### src/rtl/folded_threshold_unit.sv
// folded_threshold_unit
//   Sequential threshold/majority gate. An N-bit vector is accepted over a
//   valid/ready handshake and folded K bits per cycle into a running popcount.
//   The result is y_o = (popcount >= THRESH), along with the count and the
//   number of chunks consumed. With early exit enabled, accumulation stops on
//   the first chunk after which the outcome can no longer change.
//
// Ports
//   clk, rst        clock, synchronous active-high reset
//   in_valid/ready  input handshake for x_i / early_exit_i
//   x_i             N-bit input vector
//   early_exit_i    1 = stop as soon as the result is decided
//   out_valid/ready output handshake for y_o / count_o / cycles_o
//   y_o             1 iff counted ones reach THRESH
//   count_o         ones counted over the consumed chunks
//   cycles_o        chunks consumed, 1..CHUNKS
module folded_threshold_unit #(
  parameter int N      = 49,
  parameter int K      = 8,
  parameter int THRESH = 25
) (
  input  logic                              clk,
  input  logic                              rst,
  input  logic                              in_valid,
  output logic                              in_ready,
  input  logic [N-1:0]                      x_i,
  input  logic                              early_exit_i,
  output logic                              out_valid,
  input  logic                              out_ready,
  output logic                              y_o,
  output logic [$clog2(N+1)-1:0]            count_o,
  output logic [$clog2((N+K-1)/K+1)-1:0]    cycles_o
);
  localparam int CHUNKS = (N + K - 1) / K;
  localparam int CW     = $clog2(N + 1);
  localparam int IW     = $clog2(CHUNKS + 1);
  localparam int PW     = CHUNKS * K;

  typedef enum logic [1:0] {S_IDLE, S_ACC, S_DONE} state_t;

  state_t        r_state;
  logic [PW-1:0] r_x;       // zero-padded vector, shifted down K bits per chunk
  logic          r_ee;
  logic [CW-1:0] r_cnt;
  logic [IW-1:0] r_idx;
  logic          r_in_ready;
  logic          r_out_valid;
  logic          r_y;
  logic [CW-1:0] r_count;
  logic [IW-1:0] r_cycles;

  logic [CW-1:0] w_pop;
  logic [CW-1:0] w_cnt_next;
  logic          w_last;
  logic [31:0]   w_done_bits;
  logic [CW:0]   w_rem;
  logic [CW:0]   w_cnt_ext;
  logic [CW:0]   w_thr;
  logic          w_dec_hi;
  logic          w_dec_lo;

  // Popcount of the current low chunk; padding above N is already zero.
  always_comb begin
    w_pop = '0;
    for (int i = 0; i < K; i++) w_pop = w_pop + CW'(r_x[i]);
  end

  assign w_cnt_next = r_cnt + w_pop;
  assign w_last     = (r_idx == IW'(CHUNKS - 1));

  // Bits consumed after this edge, capped at N on the final (partial) chunk.
  assign w_done_bits = w_last ? 32'(N) : (32'(r_idx) + 32'd1) * 32'(K);
  assign w_rem       = (CW+1)'(32'(N) - w_done_bits);
  assign w_cnt_ext   = {1'b0, w_cnt_next};
  assign w_thr       = (CW+1)'(THRESH);
  // Decided high: threshold already met. Decided low: even all remaining
  // bits set could not reach it.
  assign w_dec_hi    = (w_cnt_ext >= w_thr);
  assign w_dec_lo    = ((w_cnt_ext + w_rem) < w_thr);

  always_ff @(posedge clk) begin
    if (rst) begin
      r_state     <= S_IDLE;
      r_x         <= '0;
      r_ee        <= 1'b0;
      r_cnt       <= '0;
      r_idx       <= '0;
      r_in_ready  <= 1'b1;
      r_out_valid <= 1'b0;
      r_y         <= 1'b0;
      r_count     <= '0;
      r_cycles    <= '0;
    end else begin
      case (r_state)
        S_IDLE: begin
          if (in_valid) begin
            r_x        <= PW'(x_i);
            r_ee       <= early_exit_i;
            r_cnt      <= '0;
            r_idx      <= '0;
            r_in_ready <= 1'b0;
            r_state    <= S_ACC;
          end
        end
        S_ACC: begin
          r_cnt <= w_cnt_next;
          r_idx <= r_idx + 1'b1;
          r_x   <= r_x >> K;
          if (w_last || (r_ee && (w_dec_hi || w_dec_lo))) begin
            r_y         <= w_dec_hi;
            r_count     <= w_cnt_next;
            r_cycles    <= r_idx + 1'b1;
            r_out_valid <= 1'b1;
            r_state     <= S_DONE;
          end
        end
        S_DONE: begin
          // Output data is held after the handshake; only valid drops.
          if (out_ready) begin
            r_out_valid <= 1'b0;
            r_in_ready  <= 1'b1;
            r_state     <= S_IDLE;
          end
        end
        default: begin
          r_state     <= S_IDLE;
          r_in_ready  <= 1'b1;
          r_out_valid <= 1'b0;
        end
      endcase
    end
  end

  assign in_ready  = r_in_ready;
  assign out_valid = r_out_valid;
  assign y_o       = r_y;
  assign count_o   = r_count;
  assign cycles_o  = r_cycles;

endmodule

### config.mk
export PLATFORM = sky130hd
export DESIGN_NAME = folded_threshold_unit
export DESIGN_NICKNAME = d
export VERILOG_FILES = /design/src/rtl/folded_threshold_unit.sv
export SDC_FILE = /design/constraint.sdc
export NUM_CORES = 1
export LEC_CHECK = 0
export BUFFER_PORTS_ARGS = -buffer_cell sky130_fd_sc_hd__buf_2
export CELL_PAD_IN_SITES_DETAIL_PLACEMENT = 1
export CELL_PAD_IN_SITES_GLOBAL_PLACEMENT = 1
export CORE_MARGIN = 10
export CORE_UTILIZATION = 44
export CTS_CLUSTER_SIZE = 40
export DETAILED_ROUTE_END_ITERATION = 16
export GPL_TIMING_DRIVEN = 0
export PLACE_DENSITY = 0.95
export SYNTH_ARGS = -nofsm -noshare
export SYNTH_HDL_FRONTEND = slang
export SYNTH_SLANG_ARGS = --single-unit
### constraint.sdc
create_clock -name clk -period 9.95 [get_ports clk]
set_input_delay 1.99 -clock clk [delete_from_list [all_inputs] [get_ports clk]]
set_output_delay 1.99 -clock clk [all_outputs]
set_load 0.05 [all_outputs]
==> key figures, run 1 <==
Power
  – PD cells: 194 nW/um^2
  – Lkg Pwr: 1.88 nW
  – VDD IR-drop max: 0.0000883 V

Timing
  – Pins Over Slew Limit: 0
  – Max Fclk: 179 MHz
  – Finish-stage setup viols: 0
  – Final TNS setup: 0 ps
  – Clk_skew: 11.2 ps
  – Final Hold Viols: 0
  – Final period util: 56.2%
  – Crit path time final: 5590 ps
  – Unrepaired setup endpoints after global routing: false
  – Worst-margin pin slew: 640 ps
  – Worst relative slew slack: 57.3%
  – Fin worst setup slack: 4360 ps

Setup path
  – Setup Crit Path Kind: flip-flop to flip-flop
  – Startpoint Class: flip-flop
  – Maximum fanout along the worst path: 4
  – Required time worst endpoint: 10,190 ps
  – CP endpoint kind: flip-flop
  – Critical path arrival: 5840 ps

CTS
  – Maximum clock insertion buffer count: 2
  – Clock latency on the worst-skew pair: 350 ps
  – Root buf cell: clkbuf_8
  – CTS-repair resized insts: 0
  – TritonCTS Buffers: 9
  – Reg clk slew, reported paths: 90 ps
  – CTS H-tree depth: 3
  – Sink Count: 73
  – CTS tree: built
  – Cts hold-fix bufs: 0
  – Setup Fix Bufs, Post-CTS: 0

Finish
  – Design area: 4430 sq um
  – Fillers: 1,051
  – Multi-input gate area: 2070 sq um
  – Fraction of layout cells with a size suffix above 1: 16.5%
  – Final #Nets: 632
  – Register area: 1460 sq um
  – Antenna diodes: 0
  – Synth-to-layout area growth: 17.4%
  – Post-Route Utilization: 53.4%

Placed design
  – Setup WS pre-CTS: 4480 ps
  – DP Wirelength: 9.60 mm
  – Routability congestion estimate: 0.888
  – Port Buf Inserts: 64
  – Placed inst area: 4230 sq um

GRT
  – Antenna violations before repair: 0
  – First-pass GRT wire length: 22.5 mm
  – Vias in the first global route: 4,452
  – GR Util All Layers: 21.4%
  – Largest net degree at the start of global routing: 14
  – GRT overflow: 0

Run
  – Maxcap violations: 0

Routing
  – Routed length per instance: 21.0 microns
  – WL final: 13.9 mm
  – DRC: 0
  – Pre-antenna DRT Iters: 5
  – ANT nets after route: 0
  – Detailed Route Iter0 Violations: 304
  – Vias: 3,951
  – Via density: 5.95

Synth
  – Top_reg_cell synth: dfxtp_1
  – Mapped Nets: 557
  – FFs w/ async S/R, synth: 0%
  – Syn. warnings: 0
  – Number of synthesized flops with an enable pin: 0
  – Most frequent cells after synthesis: nand2_1, dfxtp_1, nor2_1
  – Syn avg cell area: 7.88 sq um
  – Most frequent cell after synthesis: nand2_1
  – Synthesized area: 3770 sq um
  – FF+latch count, synth: 73
  – Yosys top cell area share: 38.7%
  – Post-synthesis sequential area ratio: 38.7%
  – Synth area leader: dfxtp_1
  – Gate Count Post-Synth: 479
  – Netlist cell types: 50
  – Dominant cells by area after synthesis: dfxtp_1, nand2_1, a311oi_1, nor2_1, ha_1

Floorplanning
  – Rows: 33
  – Initial core utilization: 45.5%
  – DIE HEIGHT: 113 microns
  – I/O pins: 66
  – Die area: 12,700 sq um
  – Chip width: 113 microns
  – Core area: 8300 sq um

Worst hold path
  – Worst hold path class: flip-flop to flip-flop

Outcome
  – Status: complete, no violations
-- final timing paths --
path | from | end | slack (ps) | depth (start not counted)
worst max register to register | r_x[0]$_SDFFE_PP0P_ | count_o[4]$_SDFFE_PP0P_ | 4360 | 19
worst max-delay path | r_x[0]$_SDFFE_PP0P_ | count_o[4]$_SDFFE_PP0P_ | 4360 | 19
worst min register to register | count_o[0]$_SDFFE_PP0P_ | count_o[0]$_SDFFE_PP0P_ | 470 | 2
worst min-delay path | count_o[0]$_SDFFE_PP0P_ | count_o[0]$_SDFFE_PP0P_ | 470 | 2
-- critical path, stage by stage, from the launching register on --
cell	delay [ps]
dfxtp_1	340
fa_1	560
inv_1	60
fa_1	490
fa_1	420
fa_1	420
fa_1	420
nand2b_1	180
a21oi_2	170
xor2_2	320
inv_2	110
ha_1	300
inv_1	40
ha_1	330
nor2_1	120
a21oi_1	60
xnor2_1	290
nand3_1	270
and2_1	270
a311o_1	300
-- per-layer routing --
metal	share of wire, %	global-route usage [%]	wire (microns)
met1	40	24.6	5580
met2	50	37.2	6970
met3	6.8	4.37	951
met4	3.1	9.98	428
met5	0	0	0
-- where the power goes --
part	leakage (nW)	switching (W)	internal [W]	total, W
Combinational	1.18	0.000180	0.0000950	0.000275
Clock	0.0985	0.000124	0.000123	0.000247
Sequential	0.599	0.0000188	0.000319	0.000338
Total	1.88	0.000323	0.000537	0.000860
-- registers in the layout, indices dropped and copies added, names as in the netlist --
register and count:
count_o 6, cycles_o 3, in_ready 1, out_valid 1, r_cnt 6, r_ee 1, r_idx 3, r_state 2
r_x 49, y_o 1
-- area by class of cell --
cell class	count	share of cell area (%)
multi-input cells	342	46.7
flip-flops and latches	73	33.0
repair buffers	64	7.23
clock buffers	10	3.11
well taps	105	2.97
plain buffers	34	2.91
inverters	30	2.54
clock inverters	6	1.52
-- stage by stage --
step | std cells | hold WS, ps | power (W)
global route | 664 | 487 | 0.000910
CTS | 664 | 465 | 0.000858
detailed placement | 648 | 452 | 0.000608
floorplan | 479 | 448 | 0.000522
finish | 664 | 466 | 0.000860
global placement | 648 | 438 | 0.000586
-- kinds of logic (layout without fill, tap and decap cells) --
| kind of cell | Yosys count | after routing | synth area share (%) |
|---|---|---|---|
| compound gates | 103 | 103 | 21.2 |
| xor+xnor | 9 | 9 | 2.29 |
| fa+ha+maj | 24 | 24 | 8.95 |
| buf+inv | 64 | 144 | 6.40 |
| flops | 73 | 73 | 38.7 |
| simple gates | 206 | 206 | 22.4 |
-- layout by cell type, fill, tap and decap left out, drive strengths merged, types with 4 or more instances in the layout --
cell type	n
nand2	110
dfxtp	73
buf	68
nor2	64
a311oi	42
clkbuf	40
inv	30
a21oi	22
ha	19
nand3	14
a211oi	10
xnor2	6
o21ai	6
fa	5
a31oi	5
nand2b	4
Note: power is estimated with default switching activity, not from simulation.
==> inputs of run 2 (changes only) <==
--- a/config.mk
+++ b/config.mk
@@ -9,11 +9,11 @@
 export CELL_PAD_IN_SITES_DETAIL_PLACEMENT = 1
 export CELL_PAD_IN_SITES_GLOBAL_PLACEMENT = 1
 export CORE_MARGIN = 10
-export CORE_UTILIZATION = 44
+export CORE_UTILIZATION = 37
 export CTS_CLUSTER_SIZE = 40
 export DETAILED_ROUTE_END_ITERATION = 16
 export GPL_TIMING_DRIVEN = 0
-export PLACE_DENSITY = 0.95
+export PLACE_DENSITY = 0.87
 export SYNTH_ARGS = -nofsm -noshare
 export SYNTH_HDL_FRONTEND = slang
 export SYNTH_SLANG_ARGS = --single-unit
==> constraint.sdc (replaced) <==
create_clock -name clk -period 5.1 [get_ports clk]
set_input_delay 1.02 -clock clk [delete_from_list [all_inputs] [get_ports clk]]
set_output_delay 1.02 -clock clk [all_outputs]
set_load 0.05 [all_outputs]
==> key figures, run 2 (same netlist as run 1, synthesis figures left out) <==
Outcome
  – Status: complete, but fails checks
  – Failing checks: negative setup slack

GRT
  – Met3 usage: 2.37%
  – GRT busiest layer: met2
  – Largest net degree at the start of global routing: 14
  – GR Util All Layers: 17.6%
  – First-pass GRT wire length: 20.9 mm
  – GRT overflow: 0
  – GR Util met2: 30.5%
  – Vias in the first global route: 4,157
  – Antenna violations before repair: 0
  – GR Util met1: 21.3%

Finish
  – Post-Route Utilization: 48.4%
  – Fraction of layout cells with a size suffix above 1: 23.2%
  – Most frequent cells in the layout: nand2_1, dfxtp_1, buf_2
  – Final #Nets: 637
  – Antenna diodes: 0
  – Largest register FFs: 49
  – Multi-input gate area: 2280 sq um
  – Register area: 1460 sq um
  – Synth-to-layout area growth: 26.5%
  – Post-route insts no fill: 697
  – Largest Register: r_x
  – Most common cell after layout, fill and taps aside: nand2_1
  – Fillers: 1,213
  – Design area: 4770 sq um

Setup path
  – CP peak stage delay: 540 ps
  – Required time worst endpoint: 5320 ps
  – Setup Crit Path Kind: flip-flop to flip-flop
  – Critical path arrival: 5450 ps
  – Critical path cell sequence: fa_1 -> inv_2 -> fa_1 -> fa_1 -> fa_2 -> fa_2 -> nand2b_4 -> a21oi_4 -> xor2_2 -> inv_2 -> ha_4 -> inv_2 -> ha_4 -> nand2_2 -> o21ai_2 -> xnor2_2 -> a31oi_2 -> buf_6 -> a211oi_2 -> a211oi_2
  – Crit path max-delay cell type: fa_1
  – CP Buf/Inv Count: 4
  – Startpoint Class: flip-flop
  – CP endpoint kind: flip-flop
  – Top delay family on crit path: adder cells
  – R2R Setup Slk: -120 ps
  – Maximum fanout along the worst path: 7
  – R2R cell count: 20
  – Worst r2r dst: cycles_o[2]$_SDFFE_PP0P_
  – Worst R2R Start: r_x[1]$_SDFFE_PP0P_
  – Crit. Startpoint: r_x[1]$_SDFFE_PP0P_

Power
  – Sequential share of power: 34.7%
  – PD cells: 397 nW/um^2
  – Clock power share: 30.1%
  – Total net switching power: 0.000685 W
  – Switching part of the total: 36.1%
  – VDD IR-drop max: 0.000162 V
  – Comb pwr share: 35.2%
  – Int Pwr: 0.00121 W
  – Lkg Pwr: 1.97 nW

Floorplanning
  – Initial core utilization: 38.3%
  – Chip width: 121 microns
  – Die area: 14,600 sq um
  – I/O pins: 66
  – Core area: 9860 sq um
  – DIE HEIGHT: 121 microns
  – Rows: 36

Timing
  – Finish-stage setup viols: 11
  – Final Hold Viols: 0
  – Unrepaired setup endpoints after global routing: true
  – Crit path time final: 5220 ps
  – Pins Over Slew Limit: 0
  – Final period util: 102%
  – Worst-margin pin slew: 654 ps
  – Clk_skew: 15.5 ps
  – WHS: 475 ps
  – Worst relative slew slack: 56.4%
  – Final TNS setup: -704 ps
  – Fin worst setup slack: -125 ps
  – Max Fclk: 191 MHz

CTS
  – Root buf cell: clkbuf_8
  – Reg clk slew, reported paths: 90 ps
  – Sink Count: 73
  – CTS H-tree depth: 3
  – TritonCTS Buffers: 9
  – CTS tree: built
  – Clock latency on the worst-skew pair: 350 ps
  – Cts hold-fix bufs: 0
  – Maximum clock insertion buffer count: 2

Worst hold path
  – Worst hold path class: flip-flop to flip-flop
  – Worst Hold Path EP: r_x[43]$_SDFFE_PP0P_
  – Hold depth: 2
  – Hold path startpoint: r_x[43]$_SDFFE_PP0P_

Routing
  – ANT nets after route: 0
  – Pre-antenna DRT Iters: 4
  – WL final: 13.5 mm
  – Via density: 5.49
  – Detailed Route Iter0 Violations: 334
  – Routed length per instance: 19.4 microns
  – DRC: 0
  – Vias: 3,828

Run
  – Maxcap violations: 0

Placed design
  – DP Wirelength: 9.43 mm
  – Routability congestion estimate: 0.845
  – Port Buf Inserts: 64
  – Placed inst area: 4260 sq um
  – # placed instances: 676
==> run 2: layout make-up <==
cell class | instances | area share, %
Buffer | 34 | 2.70
Clock buffer | 10 | 2.88
Clock inverter | 6 | 2.39
Inverter | 30 | 2.36
Multi-Input combinational cell | 342 | 47.8
Sequential cell | 73 | 30.7
Tap cell | 133 | 3.49
Timing Repair Buffer | 69 | 7.66
==> run 2: worst max-delay path by stage <==
stage | end | slack, ps | cells past startpoint
floorplan | count_o[4]$_SDFFE_PP0P_ | 170 | 19
global placement | count_o[3]$_SDFFE_PP0P_ | -210 | 19
detailed placement | count_o[4]$_SDFFE_PP0P_ | -310 | 19
CTS | cycles_o[0]$_SDFFE_PP0P_ | 20 | 20
global route | cycles_o[0]$_SDFFE_PP0P_ | -320 | 19
finish | cycles_o[2]$_SDFFE_PP0P_ | -120 | 20
==> run 2: repair_timing <==
item,in CTS,in global routing
pin swaps,2,28
setup endpoints to repair,13,13
resized for setup,15,29
setup buffers,3,2
==> run 2: metal layers <==
| layer | wire length, microns | up-vias |
|---|---|---|
| li1 | - | 1808 |
| met1 | 5720 | 1896 |
| met2 | 7020 | 98 |
| met3 | 465 | 26 |
| met4 | 301 | 0 |
| met5 | 0 | - |
==> run 2: metrics by stage <==
step	power, W	setup slack (ps)
2_1_floorplan	0.00102	173
3_3_place_gp	0.00115	-211
3_5_place_dp	0.00118	-313
4_1_cts	0.00184	17.1
5_1_grt	0.00200	-322
6_report	0.00190	-125
==> run 2: worst reg2reg max path, delay by kind of cell, from the launching register on <==
| kind | cells | cell delay [ps] |
|---|---|---|
| compound gates | 5 | 850 |
| xor+xnor | 2 | 390 |
| fa+ha+maj | 7 | 2960 |
| buf+inv | 4 | 330 |
| flops | 1 | 340 |
| simple gates | 2 | 230 |
==> run 2: power groups by stage <==
stage / Combinational, W / Clock (W) / Sequential [W]
4_1_cts: 0.000613 / 0.000576 / 0.000655
5_1_grt: 0.000737 / 0.000601 / 0.000662
3_3_place_gp: 0.000487 / 0 / 0.000665
3_5_place_dp: 0.000516 / 0 / 0.000668
6_report: 0.000667 / 0.000571 / 0.000658
2_1_floorplan: 0.000353 / 0 / 0.000665
==> inputs of run 3 (changes only) <==
--- a/config.mk
+++ b/config.mk
@@ -17,3 +17,4 @@
 export SYNTH_ARGS = -nofsm -noshare
 export SYNTH_HDL_FRONTEND = slang
 export SYNTH_SLANG_ARGS = --single-unit
+export TNS_END_PERCENT = 20
==> key figures, run 3 (same netlist as run 1, synthesis figures left out) <==
Outcome
  – Status: complete, but fails checks
  – Failing checks: negative setup slack

GRT
  – GRT overflow: 0
  – First-pass GRT wire length: 20.9 mm
  – Largest net degree at the start of global routing: 14
  – Vias in the first global route: 4,157
  – GR Util All Layers: 17.6%
  – Antenna violations before repair: 0

Timing
  – Final period util: 101%
  – Finish-stage setup viols: 10
  – Final Hold Viols: 0
  – Crit path time final: 5170 ps
  – Worst-margin pin slew: 642 ps
  – Clk_skew: 14.0 ps
  – Fin worst setup slack: -70.2 ps
  – Unrepaired setup endpoints after global routing: true
  – Max Fclk: 193 MHz
  – Pins Over Slew Limit: 0
  – Worst relative slew slack: 57.2%
  – WHS: 462 ps

Run
  – Maxcap violations: 0

Worst hold path
  – Worst hold path class: flip-flop to flip-flop
  – Hold depth: 2

Finish
  – Fraction of layout cells with a size suffix above 1: 22.7%
  – Fillers: 1,214
  – Design area: 4750 sq um
  – Antenna diodes: 0
  – Final #Nets: 636
  – Most common cell after layout, fill and taps aside: nand2_1
  – Synth-to-layout area growth: 25.9%
  – Largest Register: r_x
  – Largest register FFs: 49
  – Most frequent cells in the layout: nand2_1, dfxtp_1, buf_2

Floorplanning
  – Chip width: 121 microns
  – Core area: 9860 sq um
  – Initial core utilization: 38.3%
  – Die area: 14,600 sq um
  – I/O pins: 66
  – DIE HEIGHT: 121 microns
  – Rows: 36

Power
  – Clock power share: 30.3%
  – Total net switching power: 0.000678 W
  – Switching part of the total: 36.0%
  – VDD IR-drop max: 0.000162 V
  – Lkg Pwr: 1.96 nW
  – PD cells: 396 nW/um^2
  – Int Pwr: 0.00120 W
  – Sequential share of power: 34.9%
  – Comb pwr share: 34.8%

Placed design
  – Port Buf Inserts: 64
  – Routability congestion estimate: 0.845
  – DP Wirelength: 9.43 mm
  – Placed inst area: 4260 sq um

CTS
  – Maximum clock insertion buffer count: 2
  – Cts hold-fix bufs: 0
  – Clock latency on the worst-skew pair: 350 ps
  – Sink Count: 73
  – CTS tree: built
  – TritonCTS Buffers: 9
  – CTS H-tree depth: 3
  – Root buf cell: clkbuf_8
  – Reg clk slew, reported paths: 80 ps

Routing
  – Pre-antenna DRT Iters: 4
  – Detailed Route Iter0 Violations: 257
  – ANT nets after route: 0
  – Vias: 3,760
  – Routed length per instance: 18.7 microns
  – DRC: 0
  – Via density: 5.40
  – WL final: 13.0 mm

Setup path
  – CP endpoint kind: flip-flop
  – R2R cell count: 19
  – Required time worst endpoint: 5330 ps
  – Critical path arrival: 5400 ps
  – Startpoint Class: flip-flop
  – Maximum fanout along the worst path: 4
  – Setup Crit Path Kind: flip-flop to flip-flop
==> run 3: cell types whose count changed in the layout (fill, tap and decap cells not counted) <==
cell and change:
a21oi_1 +1, nand3_1 +1, buf_6 -1, nand3_2 -1
a21oi_2 -1
==> run 3: worst paths after layout <==
kind,from,end,slack [ps]
setup reg to reg,r_x[1]$_SDFFE_PP0P_,count_o[3]$_SDFFE_PP0P_,-70
hold reg to reg,count_o[1]$_SDFFE_PP0P_,count_o[1]$_SDFFE_PP0P_,460
setup / recovery,r_x[1]$_SDFFE_PP0P_,count_o[3]$_SDFFE_PP0P_,-70
hold / removal,count_o[1]$_SDFFE_PP0P_,count_o[1]$_SDFFE_PP0P_,460
==> run 3: layer usage <==
metal / vias to the layer above / routed length, microns / GRT usage (%)
li1: 1808 / - / -
met2: 86 / 6730 / 30.5
met3: 16 / 382 / 2.37
met5: - / 0 / 0
met4: 0 / 206 / 7.32
met1: 1850 / 5730 / 21.3
==> run 3: through the flow <==
stage                     TNS [ps]  instances  worst slack, ps  utilization [%]  power (W)
final                         -481        696            -70.2             48.2    0.00188
after global routing         -2760        696             -258             48.2    0.00199
after CTS                        0        695             17.1             46.9    0.00184
after detailed placement     -3150        676             -313             43.2    0.00118
after global placement       -1460        676             -211             43.2    0.00115
after floorplan                  0        479              173                -    0.00102
==> run 3: final cells by class <==
| cell class | instances | area [sq um] | area share (%) |
|---|---|---|---|
| Sequential cell | 73 | 1460 | 30.8 |
| Tap cell | 133 | 166 | 3.50 |
| Clock inverter | 6 | 114 | 2.40 |
| Inverter | 30 | 113 | 2.37 |
| Multi-Input combinational cell | 342 | 2270 | 47.9 |
| Clock buffer | 10 | 138 | 2.90 |
| Timing Repair Buffer | 68 | 354 | 7.45 |
| Buffer | 34 | 129 | 2.71 |
==> run 3: power by group through the flow <==
stage,clock network (W),logic (W),registers (W)
finish,0.000571,0.000655,0.000657
global route,0.000602,0.000725,0.000662
CTS,0.000576,0.000613,0.000655
detailed placement,0,0.000516,0.000668
global placement,0,0.000487,0.000665
floorplan,0,0.000353,0.000665
==> run 3: worst max-delay path, cell delays in order, from the launching register on <==
cell,delay [ps]
dfxtp_2,340
fa_1,540
inv_2,40
fa_1,470
fa_1,530
fa_2,440
fa_2,410
nand2b_4,160
a21oi_4,160
xor2_2,200
inv_2,80
ha_4,270
inv_2,40
ha_4,300
nand2_2,70
o21ai_2,190
xnor2_2,180
nand3_2,170
and2_4,210
a311o_1,250
==> run 3: what timing repair did <==
item / 4_1_cts / 5_1_grt
pin swaps: 2 / 27
resized for setup: 15 / 26
endpoints found under the setup margin: 13 / 13
buffers inserted: 3 / 1
cloned: 0 / 0
